`src/rtl/logic_pair_pipe.sv`:
```
// logic_pair_pipe: paired AND / AND-OR results carried through a
// DEPTH-stage valid/ready pipeline with fused or split d semantics.
module logic_pair_pipe #(
  parameter int WIDTH = 8,
  parameter int DEPTH = 2,
  parameter int CNT_W = 16
) (
  input  logic             clk,
  input  logic             rst,
  input  logic             in_valid,
  output logic             in_ready,
  input  logic [WIDTH-1:0] a,
  input  logic [WIDTH-1:0] b,
  input  logic             mode,
  output logic             out_valid,
  input  logic             out_ready,
  output logic [WIDTH-1:0] c,
  output logic [WIDTH-1:0] d,
  output logic [CNT_W-1:0] xfer_cnt
);

  localparam int LAST = DEPTH - 1;

  logic [DEPTH-1:0] v_q;
  logic [DEPTH-1:0] v_d;
  logic [DEPTH-1:0] adv;
  logic [WIDTH-1:0] c_q [DEPTH];
  logic [WIDTH-1:0] c_d [DEPTH];
  logic [WIDTH-1:0] d_q [DEPTH];
  logic [WIDTH-1:0] d_d [DEPTH];
  logic [WIDTH-1:0] cprev_q;
  logic [WIDTH-1:0] cprev_d;
  logic [CNT_W-1:0] cnt_q;
  logic [CNT_W-1:0] cnt_d;

  logic             go;
  logic             acc;
  logic             dlv;
  logic [WIDTH-1:0] and_ab;
  logic [WIDTH-1:0] d0;

  // Advance chain, walked from the output back to stage 0; go is
  // "the stage downstream of i can take data this cycle".
  always_comb begin
    adv = '0;
    go  = out_ready;
    for (int i = LAST; i >= 0; i--) begin
      adv[i] = v_q[i] & go;
      go     = ~v_q[i] | adv[i];
    end
    in_ready = ~rst & go;
  end

  // Stage-0 results; split mode sees c_prev before this edge's update.
  always_comb begin
    acc    = in_valid & in_ready;
    dlv    = v_q[LAST] & out_ready;
    and_ab = a & b;
    d0     = mode ? (cprev_q | b) : (and_ab | b);
  end

  // Next state: load on accept or shift, drop valid on drain, else hold.
  always_comb begin
    v_d     = v_q;
    c_d     = c_q;
    d_d     = d_q;
    cprev_d = cprev_q;
    cnt_d   = cnt_q;
    if (acc) begin
      v_d[0]  = 1'b1;
      c_d[0]  = and_ab;
      d_d[0]  = d0;
      cprev_d = and_ab;
    end else if (adv[0]) begin
      v_d[0] = 1'b0;
    end
    for (int i = 1; i < DEPTH; i++) begin
      if (adv[i-1]) begin
        v_d[i] = 1'b1;
        c_d[i] = c_q[i-1];
        d_d[i] = d_q[i-1];
      end else if (adv[i]) begin
        v_d[i] = 1'b0;
      end
    end
    if (dlv) begin
      cnt_d = cnt_q + CNT_W'(1);
    end
  end

  // State registers; reset discards everything in flight.
  always_ff @(posedge clk) begin
    if (rst) begin
      v_q     <= '0;
      cprev_q <= '0;
      cnt_q   <= '0;
      for (int i = 0; i < DEPTH; i++) begin
        c_q[i] <= '0;
        d_q[i] <= '0;
      end
    end else begin
      v_q     <= v_d;
      cprev_q <= cprev_d;
      cnt_q   <= cnt_d;
      for (int i = 0; i < DEPTH; i++) begin
        c_q[i] <= c_d[i];
        d_q[i] <= d_d[i];
      end
    end
  end

  assign out_valid = v_q[LAST];
  assign c         = c_q[LAST];
  assign d         = d_q[LAST];
  assign xfer_cnt  = cnt_q;

endmodule
```
`config.mk`:
```
export PLATFORM = sky130hd
export DESIGN_NAME = logic_pair_pipe
export DESIGN_NICKNAME = d
export VERILOG_FILES = /design/src/rtl/logic_pair_pipe.sv
export SDC_FILE = /design/constraint.sdc
export NUM_CORES = 1
export LEC_CHECK = 0
export ABC_AREA = 1
export CAP_MARGIN = 20
export CORE_ASPECT_RATIO = 0.8
export CORE_MARGIN = 2
export CORE_UTILIZATION = 46
export CTS_BUF_LIST = sky130_fd_sc_hd__clkbuf_2
export DETAILED_ROUTE_END_ITERATION = 10
export HOLD_SLACK_MARGIN = 0.03
export PLACE_DENSITY = 0.77
export SLEW_MARGIN = 10
export SYNTH_ARGS = -nofsm -noshare
export SYNTH_HDL_FRONTEND = slang
export SYNTH_SLANG_ARGS = --single-unit
```
`constraint.sdc`:
```
create_clock -name clk -period 1.3 [get_ports clk]
set_clock_uncertainty 0.2 [all_clocks]
set_input_delay 0.325 -clock clk [delete_from_list [all_inputs] [get_ports clk]]
set_output_delay 0.325 -clock clk [all_outputs]
set_load 0.02 [all_outputs]
```
# After elaboration in Yosys (flattened, before gate mapping)
# Cells that the tools add are included.
word_totals:
  n_memories: 0
  in_bits: 21
  output_inout_bits: 34
  ram_bits: 0
  regBits: 50
  mem_bits_ro: 0
  latch_bits: 0
  word_cells: 27
classes:
  add_sub_neg: 1
  n_mux: 5
  n_eq_ne: 0
  mul: 0
  shift: 0
  n_div: 0
  reduce_logical: 2
  bitwise_logic: 12
  n_lt_le_gt_ge: 0
op_table:
  columns: ["op", "n"]
  rows:
  - ["16-bit by 1-bit adder with 16-bit output (second input constant)", 1]
  - ["8-bit OR", 2]
  - ["8-bit AND", 1]
  - ["8-bit two-way mux", 1]
  - ["1-bit AND", 4]
  - ["1-bit two-way mux", 4]
  - ["2-bit nonzero test", 2]
  - ["1-bit NOT", 3]
  - ["1-bit OR", 2]

# Logic depth before layout (Yosys ltp)
# Gate-level depths: netlist of run 1.
logic_depth:
  depth_word: 7
  mapped_depth: 8
  depth_no_buf: 8

# Worst setup path before layout of run 1
# OpenSTA, ideal clock, no wires.
synth_timing:
  path_kind: "flip-flop to flip-flop"
  start: "reg cnt_q[1] (netlist: xfer_cnt[1])"
  end: "reg cnt_q[12] (netlist: xfer_cnt[12])"
  path_slack_ns: -0.282
  path_buffers: 0
  setup_time_ns: 0.113
  path_stages_with_launch: 7
  arrival_ns: 1.269
  path_cell_list: "dfxtp_1 -> ha_1 -> nand3_1 -> nor3_4 -> nand3_1 -> nor2_1 -> nor2_1"
synth_between:
  elab_chain_len: 1
synth_rtl:
  columns: ["item", "line_no", "text"]
  rows:
  - ["from (decl)", "33", "logic [CNT_W-1:0] cnt_q;"]
  - ["from (signal assigned)", "104", "cnt_q <= cnt_d;"]
  - ["16-bit by 1-bit adder with 16-bit output", "87", "cnt_d = cnt_q + CNT_W'(1);"]
# No other way between the ends.
# A chain may end at the register's enable or synchronous reset.

# Worst setup path in the final report of run 1
layout_timing:
  start: "reg v_q[0]"
  end: "out in_ready"
layout_between:
  elab_chain_len: 3
  word_cells_on_any_way: 4
layout_rtl:
  columns: ["item", "line_no", "text"]
  rows:
  - ["from (decl)", "24", "logic [DEPTH-1:0] v_q;"]
  - ["from (signal assigned)", "102", "v_q <= v_d;"]
  - ["1-bit AND or 1-bit NOT (tied branches)", "48, 49", null]
  - ["1-bit OR *", "49", "go = ~v_q[i] | adv[i];"]
  - ["1-bit AND *", "51", "in_ready = ~rst & go;"]
  - ["to (decl)", "11", "output logic in_ready,"]
# Every way passes the cells marked *; elsewhere a longest branch is shown, timed or not.

==> impl_metrics.xml, run 1 <==
<?xml version="1.0" encoding="UTF-8"?>
<metrics>
  <group name="status">
    <metric name="run_status" unit="">complete, but fails checks</metric>
    <metric name="violations" unit="">setup timing</metric>
  </group>
  <group name="finish">
    <metric name="final_net_count" unit="">408</metric>
    <metric name="area_delta_synth_final" unit="%">61.00</metric>
    <metric name="number_of_inserted_filler_cells_in_the_final_layout" unit="">316</metric>
    <metric name="final_core_util" unit="">0.7719</metric>
    <metric name="layout.cells.non_filler" unit="">447</metric>
    <metric name="diodes" unit="">0</metric>
    <metric name="area.sequential" unit="sq mm">0.001054</metric>
    <metric name="layout-drive-gt1-share" unit="">0.4470</metric>
    <metric name="multi_input_comb_area" unit="sq mm">0.001194</metric>
  </group>
  <group name="critical_path">
    <metric name="cp_slowest_stage_delay" unit="ns">0.41</metric>
    <metric name="timing.critical_path.slowest_stage_cell" unit="">dfxtp_2</metric>
    <metric name="critPathCaptureType" unit="">primary output</metric>
    <metric name="timing.critical_path.cells" unit="">nand3_4 -&gt; nand2_4 -&gt; inv_6 -&gt; buf_6</metric>
    <metric name="worstPathMaxFanout" unit="">2</metric>
    <metric name="critical_path_class" unit="">flop to primary output</metric>
    <metric name="timing.critical_path.required" unit="ns">0.77</metric>
    <metric name="cp_top_family" unit="">flip-flops</metric>
    <metric name="arrival" unit="ns">1.14</metric>
    <metric name="setup.worst_path.start_class" unit="">flop</metric>
    <metric name="crit_buf_inv" unit="">2</metric>
  </group>
  <group name="die">
    <metric name="ioPinCount" unit="">55</metric>
    <metric name="fp.dieW" unit="um">81.62</metric>
    <metric name="placeableCoreArea" unit="sq mm">0.004624</metric>
    <metric name="rows" unit="">22</metric>
    <metric name="initial_core_util" unit="">0.4794</metric>
    <metric name="chipHeight" unit="um">66.10</metric>
    <metric name="fp.dieArea" unit="sq mm">0.005395</metric>
  </group>
  <group name="logic_synthesis">
    <metric name="synth-warning-count" unit="">0</metric>
    <metric name="synthesis.nets" unit="">327</metric>
    <metric name="synth_top_cells_by_area" unit="">dfxtp_1, a21oi_1, nand2_1</metric>
    <metric name="syn_avg_cell_area" unit="sq um">7.269</metric>
    <metric name="post_synthesis_sequential_element_count" unit="">50</metric>
    <metric name="synth_area" unit="sq mm">0.002217</metric>
    <metric name="synth_flop_cell" unit="">dfxtp_1</metric>
    <metric name="synthTopCellsByCount" unit="">dfxtp_1, nand2_1, nor2_1</metric>
    <metric name="synth-edff-count" unit="">0</metric>
    <metric name="synth.lib_cells_used.distinct" unit="">22</metric>
    <metric name="synthCells" unit="">305</metric>
    <metric name="postSynth.asyncResetShare" unit="">0</metric>
    <metric name="synth_area_leader_cell" unit="">dfxtp_1</metric>
    <metric name="seq_area_frac_synth" unit="">0.4515</metric>
    <metric name="yosysMostFrequentCell" unit="">dfxtp_1</metric>
    <metric name="synth_top_area_share" unit="">0.4515</metric>
  </group>
  <group name="detailed_routing">
    <metric name="initialDrtViolationCount" unit="">140</metric>
    <metric name="vias" unit="">2329</metric>
    <metric name="avgRoutedWirePerCell" unit="um">14.75</metric>
    <metric name="route.detailed.vias_per_inst" unit="">5.210</metric>
    <metric name="drt_pass1_iterations" unit="">4</metric>
    <metric name="routed_wirelength" unit="um">6594</metric>
    <metric name="final_antenna_net_count" unit="">0</metric>
    <metric name="drc" unit="">0</metric>
  </group>
  <group name="sta">
    <metric name="post-route-worst-setup-slack" unit="ns">-0.3665</metric>
    <metric name="tightest_slew" unit="ns">0.6068</metric>
    <metric name="finalMaxSlewViolations" unit="">0</metric>
    <metric name="timing.final.hold_violations" unit="">0</metric>
    <metric name="timing.final.crit_period" unit="ns">1.667</metric>
    <metric name="timing.hold.ws" unit="ns">0.09807</metric>
    <metric name="setup_repair_after_global_routing_missed_its_margin" unit="">yes</metric>
    <metric name="setup_total_negative_slack" unit="ns">-13.04</metric>
    <metric name="max_freq" unit="GHz">0.6001</metric>
    <metric name="ratio_of_final_minimum_period_to_clock_period" unit="">1.282</metric>
    <metric name="setup_viol_count_final" unit="">83</metric>
    <metric name="worst_slew_margin_rel" unit="">0.5948</metric>
  </group>
  <group name="clocking">
    <metric name="tritoncts" unit="">built</metric>
    <metric name="tritoncts_sink_count" unit="">50</metric>
    <metric name="worst_skew_pair.late_latency" unit="ns">0.44</metric>
    <metric name="htreeDepth" unit="">2</metric>
    <metric name="tritoncts.num_buffers" unit="">5</metric>
    <metric name="deepest_clock_path_buffer_count" unit="">2</metric>
    <metric name="clk_pin_slew_worst_paths" unit="ns">0.25</metric>
    <metric name="clock-root-buffer" unit="">clkbuf_2</metric>
  </group>
  <group name="power_and_ir_drop">
    <metric name="post-layout-total-power" unit="mW">2.915</metric>
    <metric name="power.clock.fraction" unit="">0.282</metric>
    <metric name="power.ir.vdd_worst" unit="mV">0.5511</metric>
    <metric name="seq_power_share" unit="">0.558</metric>
    <metric name="power_per_cell_area" unit="mW/mm^2">816.7</metric>
    <metric name="cellInternalPower" unit="mW">2.139</metric>
    <metric name="power.share.combinational" unit="">0.160</metric>
    <metric name="p_leak" unit="nW">1.585</metric>
    <metric name="p_sw_frac" unit="">0.2662</metric>
    <metric name="p_switching" unit="mW">0.7761</metric>
  </group>
  <group name="global_routing">
    <metric name="track_usage" unit="">0.2366</metric>
    <metric name="first_global_vias" unit="">2230</metric>
    <metric name="grt_max_degree" unit="">40</metric>
    <metric name="globalRouteOverflowTotal" unit="">0</metric>
    <metric name="grt_first_pass_wirelength" unit="um">9832</metric>
    <metric name="antenna_found_initial" unit="">0</metric>
  </group>
  <group name="placement">
    <metric name="place_inst" unit="">423</metric>
    <metric name="dp_hpwl" unit="um">3549</metric>
    <metric name="gp_routability_congestion" unit="">0.8140</metric>
    <metric name="io_buffers" unit="">54</metric>
  </group>
  <group name="hold_path">
    <metric name="worst_hold_path_type" unit="">primary input to flop</metric>
  </group>
  <group name="job">
    <metric name="max_capacitance_violation_total" unit="">0</metric>
  </group>
</metrics>
[worst reg2reg max path: cells and delay by family (launching register included)]
kind	cells	cell delay [ns]
fa+ha+maj	1	0.14
flops	1	0.42
simple gates	6	0.72
buf+inv	1	0.10
[layout by cell type, fill, tap and decap left out, types with 5 or more instances in the layout]
| master | synthesis | routed |
|---|---|---|
| o21bai_1 | 9 | 9 |
| a21oi_1 | 35 | 30 |
| inv_1 | 36 | 33 |
| dfxtp_2 | 0 | 30 |
| clkdlybuf4s50_1 | 0 | 18 |
| o21ai_0 | 32 | 12 |
| clkbuf_2 | 1 | 5 |
| a21oi_2 | 0 | 5 |
| nand2_1 | 43 | 35 |
| nor2_4 | 0 | 5 |
| dfxtp_1 | 50 | 16 |
| buf_6 | 0 | 50 |
| o21ai_1 | 1 | 16 |
| buf_4 | 18 | 24 |
| nand2_4 | 0 | 8 |
| nor2_2 | 1 | 5 |
| nor2_1 | 41 | 32 |
| nand2_2 | 5 | 5 |
| nand3_2 | 0 | 6 |
| nand3_1 | 19 | 9 |
| o21ai_2 | 0 | 5 |
[power by group through the flow]
stage,Combinational (mW),Sequential (mW),Clock (mW)
floorplan,0.235,1.64,0
global placement,0.374,1.64,0
detailed placement,0.382,1.64,0
CTS,0.436,1.62,0.827
global route,0.506,1.63,0.897
finish,0.466,1.63,0.822
[final timing paths]
check / slack [ns] / from / end / depth (start not counted)
worst max register to register: -0.32 / xfer_cnt[0]$_SDFFE_PP0P_ / xfer_cnt[12]$_SDFFE_PP0P_ / 8
worst min register to register: 0.28 / d_q[8]$_SDFFE_PP0P_ / d_q[8]$_SDFFE_PP0P_ / 2
worst min-delay path: 0.1 / out_ready / v_q[1]$_SDFFE_PP0P_ / 4
worst max-delay path: -0.37 / v_q[0]$_SDFFE_PP0P_ / in_ready / 4
[logic make-up after synthesis]
group | share of synthesized area
buffers and inverters | 0.1445
DFF | 0.4515
and+or+nand+nor | 0.2144
adders and majority gates | 0.005642
AOI/OAI and AO/OA | 0.1840
[sequential cells by signal (all words and copies together) (netlist names)]
register / flops
xfer_cnt: 16
c: 8
cprev_q: 8
d: 8
d_q: 8
v_q: 2
[layout make-up]
class / count / area share
clock inverters: 3 / 0.01122
flip-flops and latches: 50 / 0.2951
inverters: 39 / 0.04522
well taps: 60 / 0.02103
clock buffers: 5 / 0.007010
multi-input cells: 193 / 0.3344
repair buffers: 97 / 0.2860
[routing by layer]
| layer | vias up | routed length [um] | global-route usage |
|---|---|---|---|
| met5 | - | 0 | 0 |
| met4 | 0 | 260 | 0.1000 |
| met3 | 31 | 368 | 0.04372 |
| met2 | 86 | 3326 | 0.3945 |
| met1 | 1076 | 2638 | 0.2992 |
| li1 | 1136 | - | - |
[per-stage QoR]
stage | setup slack, ns | area, sq um
finish | -0.3665 | 3570
global route | -0.4444 | 3570
CTS | -0.4102 | 3378
detailed placement | -0.8751 | 2978
global placement | -0.8720 | 2978
floorplan | -0.08807 | 2287
[what timing repair did]
action                                  4_1_cts  5_1_grt
hold buffers                                  0        0
buffers inserted                              8        7
cloned                                        3        1
gates resized for setup                     283       41
endpoints found under the setup margin       83       82
pin swaps                                    26       21
(Power assumes the default switching activity.)
==> run 2, diff against run 1 <==
Settings changed: CORE_UTILIZATION 46 to 45, PLACE_DENSITY 0.77 to 0.88.
==> run 2 against run 1 <==
  * The run still ends with setup timing left
  * Critical path depth is 1 higher
  * Final cell count is 0.67% higher
  * Flip-flop and latch count stayed put
  * Setup slack worse by 0.11 ns
  * Worst hold slack better by 0.18 ns
  * Die area is 2.1% higher
  * Core utilization is 2.2 points higher
==> impl_metrics.xml, run 2 (same netlist as run 1, synthesis figures left out) <==
<?xml version="1.0" encoding="UTF-8"?>
<metrics>
  <group name="die">
    <metric name="fp.dieW" unit="um">82.48</metric>
    <metric name="fp.dieArea" unit="sq mm">0.005508</metric>
    <metric name="initial_core_util" unit="">0.4766</metric>
    <metric name="ioPinCount" unit="">55</metric>
    <metric name="placeableCoreArea" unit="sq mm">0.004652</metric>
    <metric name="rows" unit="">22</metric>
    <metric name="chipHeight" unit="um">66.78</metric>
  </group>
  <group name="sta">
    <metric name="max_freq" unit="GHz">0.5621</metric>
    <metric name="ratio_of_final_minimum_period_to_clock_period" unit="">1.368</metric>
    <metric name="timing.final.hold_violations" unit="">0</metric>
    <metric name="timing.hold.ws" unit="ns">0.2758</metric>
    <metric name="finalMaxSlewViolations" unit="">0</metric>
    <metric name="setup_viol_count_final" unit="">84</metric>
    <metric name="post-route-worst-setup-slack" unit="ns">-0.4790</metric>
    <metric name="worst_slew_margin_rel" unit="">0.4692</metric>
    <metric name="tightest_slew" unit="ns">0.7962</metric>
    <metric name="setup_repair_after_global_routing_missed_its_margin" unit="">yes</metric>
    <metric name="timing.final.crit_period" unit="ns">1.779</metric>
  </group>
  <group name="critical_path">
    <metric name="critical_path_class" unit="">primary input to primary output</metric>
    <metric name="critical_path_cell_count" unit="">5</metric>
    <metric name="reg2reg_depth" unit="">7</metric>
    <metric name="worstPathMaxFanout" unit="">2</metric>
    <metric name="timing.critical_path.cells" unit="">clkdlybuf4s50_1 -&gt; inv_1 -&gt; nand2_4 -&gt; inv_6 -&gt; buf_6</metric>
    <metric name="timing.critical_path.slowest_stage_cell" unit="">clkdlybuf4s50_1</metric>
    <metric name="cp_top_family" unit="">buffers and inverters</metric>
    <metric name="critPathCaptureType" unit="">primary output</metric>
    <metric name="setup.worst_path.start_class" unit="">primary input</metric>
    <metric name="cp_slowest_stage_delay" unit="ns">0.52</metric>
    <metric name="timing.critical_path.required" unit="ns">0.77</metric>
    <metric name="crit_buf_inv" unit="">4</metric>
    <metric name="arrival" unit="ns">1.25</metric>
  </group>
  <group name="global_routing">
    <metric name="grt_max_degree" unit="">40</metric>
    <metric name="antenna_found_initial" unit="">0</metric>
    <metric name="globalRouteOverflowTotal" unit="">0</metric>
    <metric name="track_usage" unit="">0.2402</metric>
    <metric name="first_global_vias" unit="">2203</metric>
    <metric name="grt_first_pass_wirelength" unit="um">10030</metric>
  </group>
  <group name="finish">
    <metric name="diodes" unit="">0</metric>
    <metric name="final_net_count" unit="">411</metric>
    <metric name="layout-drive-gt1-share" unit="">0.5051</metric>
    <metric name="most_frequent_cells_in_the_layout" unit="">buf_6, nor2_1, inv_1</metric>
    <metric name="final_core_util" unit="">0.7940</metric>
    <metric name="flip_flop_count_of_the_largest_register_all_copies_and_words_added" unit="">16</metric>
    <metric name="layout.cells.most_common" unit="">buf_6</metric>
    <metric name="area_delta_synth_final" unit="%">66.59</metric>
  </group>
  <group name="hold_path">
    <metric name="worst_hold_path_type" unit="">primary input to flop</metric>
    <metric name="hold_path_depth" unit="">5</metric>
  </group>
  <group name="detailed_routing">
    <metric name="final_antenna_net_count" unit="">0</metric>
    <metric name="routed_wirelength" unit="um">8820</metric>
    <metric name="vias" unit="">2624</metric>
    <metric name="drt_pass1_iterations" unit="">5</metric>
    <metric name="route.detailed.vias_per_inst" unit="">5.831</metric>
    <metric name="initialDrtViolationCount" unit="">229</metric>
    <metric name="avgRoutedWirePerCell" unit="um">19.60</metric>
    <metric name="drc" unit="">0</metric>
  </group>
  <group name="clocking">
    <metric name="clock-root-buffer" unit="">clkbuf_2</metric>
    <metric name="tritoncts" unit="">built</metric>
    <metric name="htreeDepth" unit="">2</metric>
    <metric name="tritoncts_sink_count" unit="">50</metric>
    <metric name="tritoncts.num_buffers" unit="">5</metric>
    <metric name="deepest_clock_path_buffer_count" unit="">2</metric>
    <metric name="clk_pin_slew_worst_paths" unit="ns">0.26</metric>
    <metric name="cts-hold-fix-buffers" unit="">0</metric>
    <metric name="worst_skew_pair.late_latency" unit="ns">0.48</metric>
  </group>
  <group name="job">
    <metric name="max_capacitance_violation_total" unit="">0</metric>
  </group>
  <group name="placement">
    <metric name="gp_routability_congestion" unit="">0.8871</metric>
    <metric name="dp_hpwl" unit="um">3815</metric>
    <metric name="io_buffers" unit="">54</metric>
  </group>
  <group name="status">
    <metric name="run_status" unit="">complete, but fails checks</metric>
    <metric name="violations" unit="">setup timing</metric>
  </group>
  <group name="power_and_ir_drop">
    <metric name="power.ir.vdd_worst" unit="mV">0.7281</metric>
    <metric name="p_leak" unit="nW">1.555</metric>
    <metric name="power_per_cell_area" unit="mW/mm^2">836.9</metric>
  </group>
</metrics>
[run 2: cell count changes in the layout (fill, tap and decap cells not counted), moves of 4 or more]
| cell | before | now |
|---|---|---|
| o21ai_0 | 12 | 7 |
| a21oi_2 | 5 | 17 |
| o21ai_2 | 5 | 9 |
| a21oi_1 | 30 | 18 |
| nand2_1 | 35 | 29 |
[run 2: power breakdown]
part	internal (mW)	total [mW]	leakage [nW]	switching, mW
clock	0.341	0.878	0.0432	0.537
sequential	1.59	1.64	0.425	0.0471
combinational	0.259	0.572	1.09	0.313
total	2.19	3.09	1.55	0.897
[run 2: repair_timing]
item / 4_1_cts / 5_1_grt
setup endpoints to repair: 82 / 84
gates cloned: 2 / 1
gates resized for setup: 278 / 79
pin swaps: 10 / 19
buffers inserted: 7 / 7
[run 2: path summary, 6_finish.rpt]
path	end	startpoint	slack, ns
setup / recovery	in_ready	rst	-0.48
hold / removal	v_q[0]$_SDFFE_PP0P_	out_ready	0.28
setup reg to reg	c[4]$_SDFFE_PP0P_	v_q[1]$_SDFFE_PP0P_	-0.37
hold reg to reg	d_q[15]$_SDFFE_PP0P_	d_q[15]$_SDFFE_PP0P_	0.31
[run 2: layout make-up]
cell class                      instances  area [sq um]
Fill cell                             240         958.4
Tap cell                               60         75.07
Timing Repair Buffer                  100          1036
Sequential cell                        50          1054
Clock buffer                            7         35.03
Inverter                               39         156.4
Multi-Input combinational cell        193          1308
Clock inverter                          1         30.03
[run 2: metal layers]
layer / global-route usage / vias up / wire length (um)
li1: - / 1139 / -
met1: 0.2824 / 1219 / 3298
met2: 0.4214 / 188 / 4236
met3: 0.04743 / 78 / 658
met4: 0.1021 / 0 / 626
met5: 0 / - / 0
[run 2: through the flow]
stage / cell area [sq um] / setup WS [ns] / setup TNS, ns / total power [mW] / std cells
after CTS: 3334 / -0.3939 / -10.24 / 2.869 / 442
after global routing: 3694 / -0.4946 / -21.51 / 3.157 / 450
final: 3694 / -0.4790 / -19.38 / 3.091 / 450
after global placement: 2980 / -0.8829 / -30.63 / 2.015 / 425
after detailed placement: 2980 / -0.9022 / -33.05 / 2.031 / 425
after floorplan: 2287 / -0.08807 / -0.2350 / 1.878 / 305
[run 2: worst min-delay path, stage by stage]
cell and delay, ns:
dlygate4sd2_1 0.27, inv_1 0.11, nand3_4 0.10, buf_4 0.11, a21oi_2 0.05
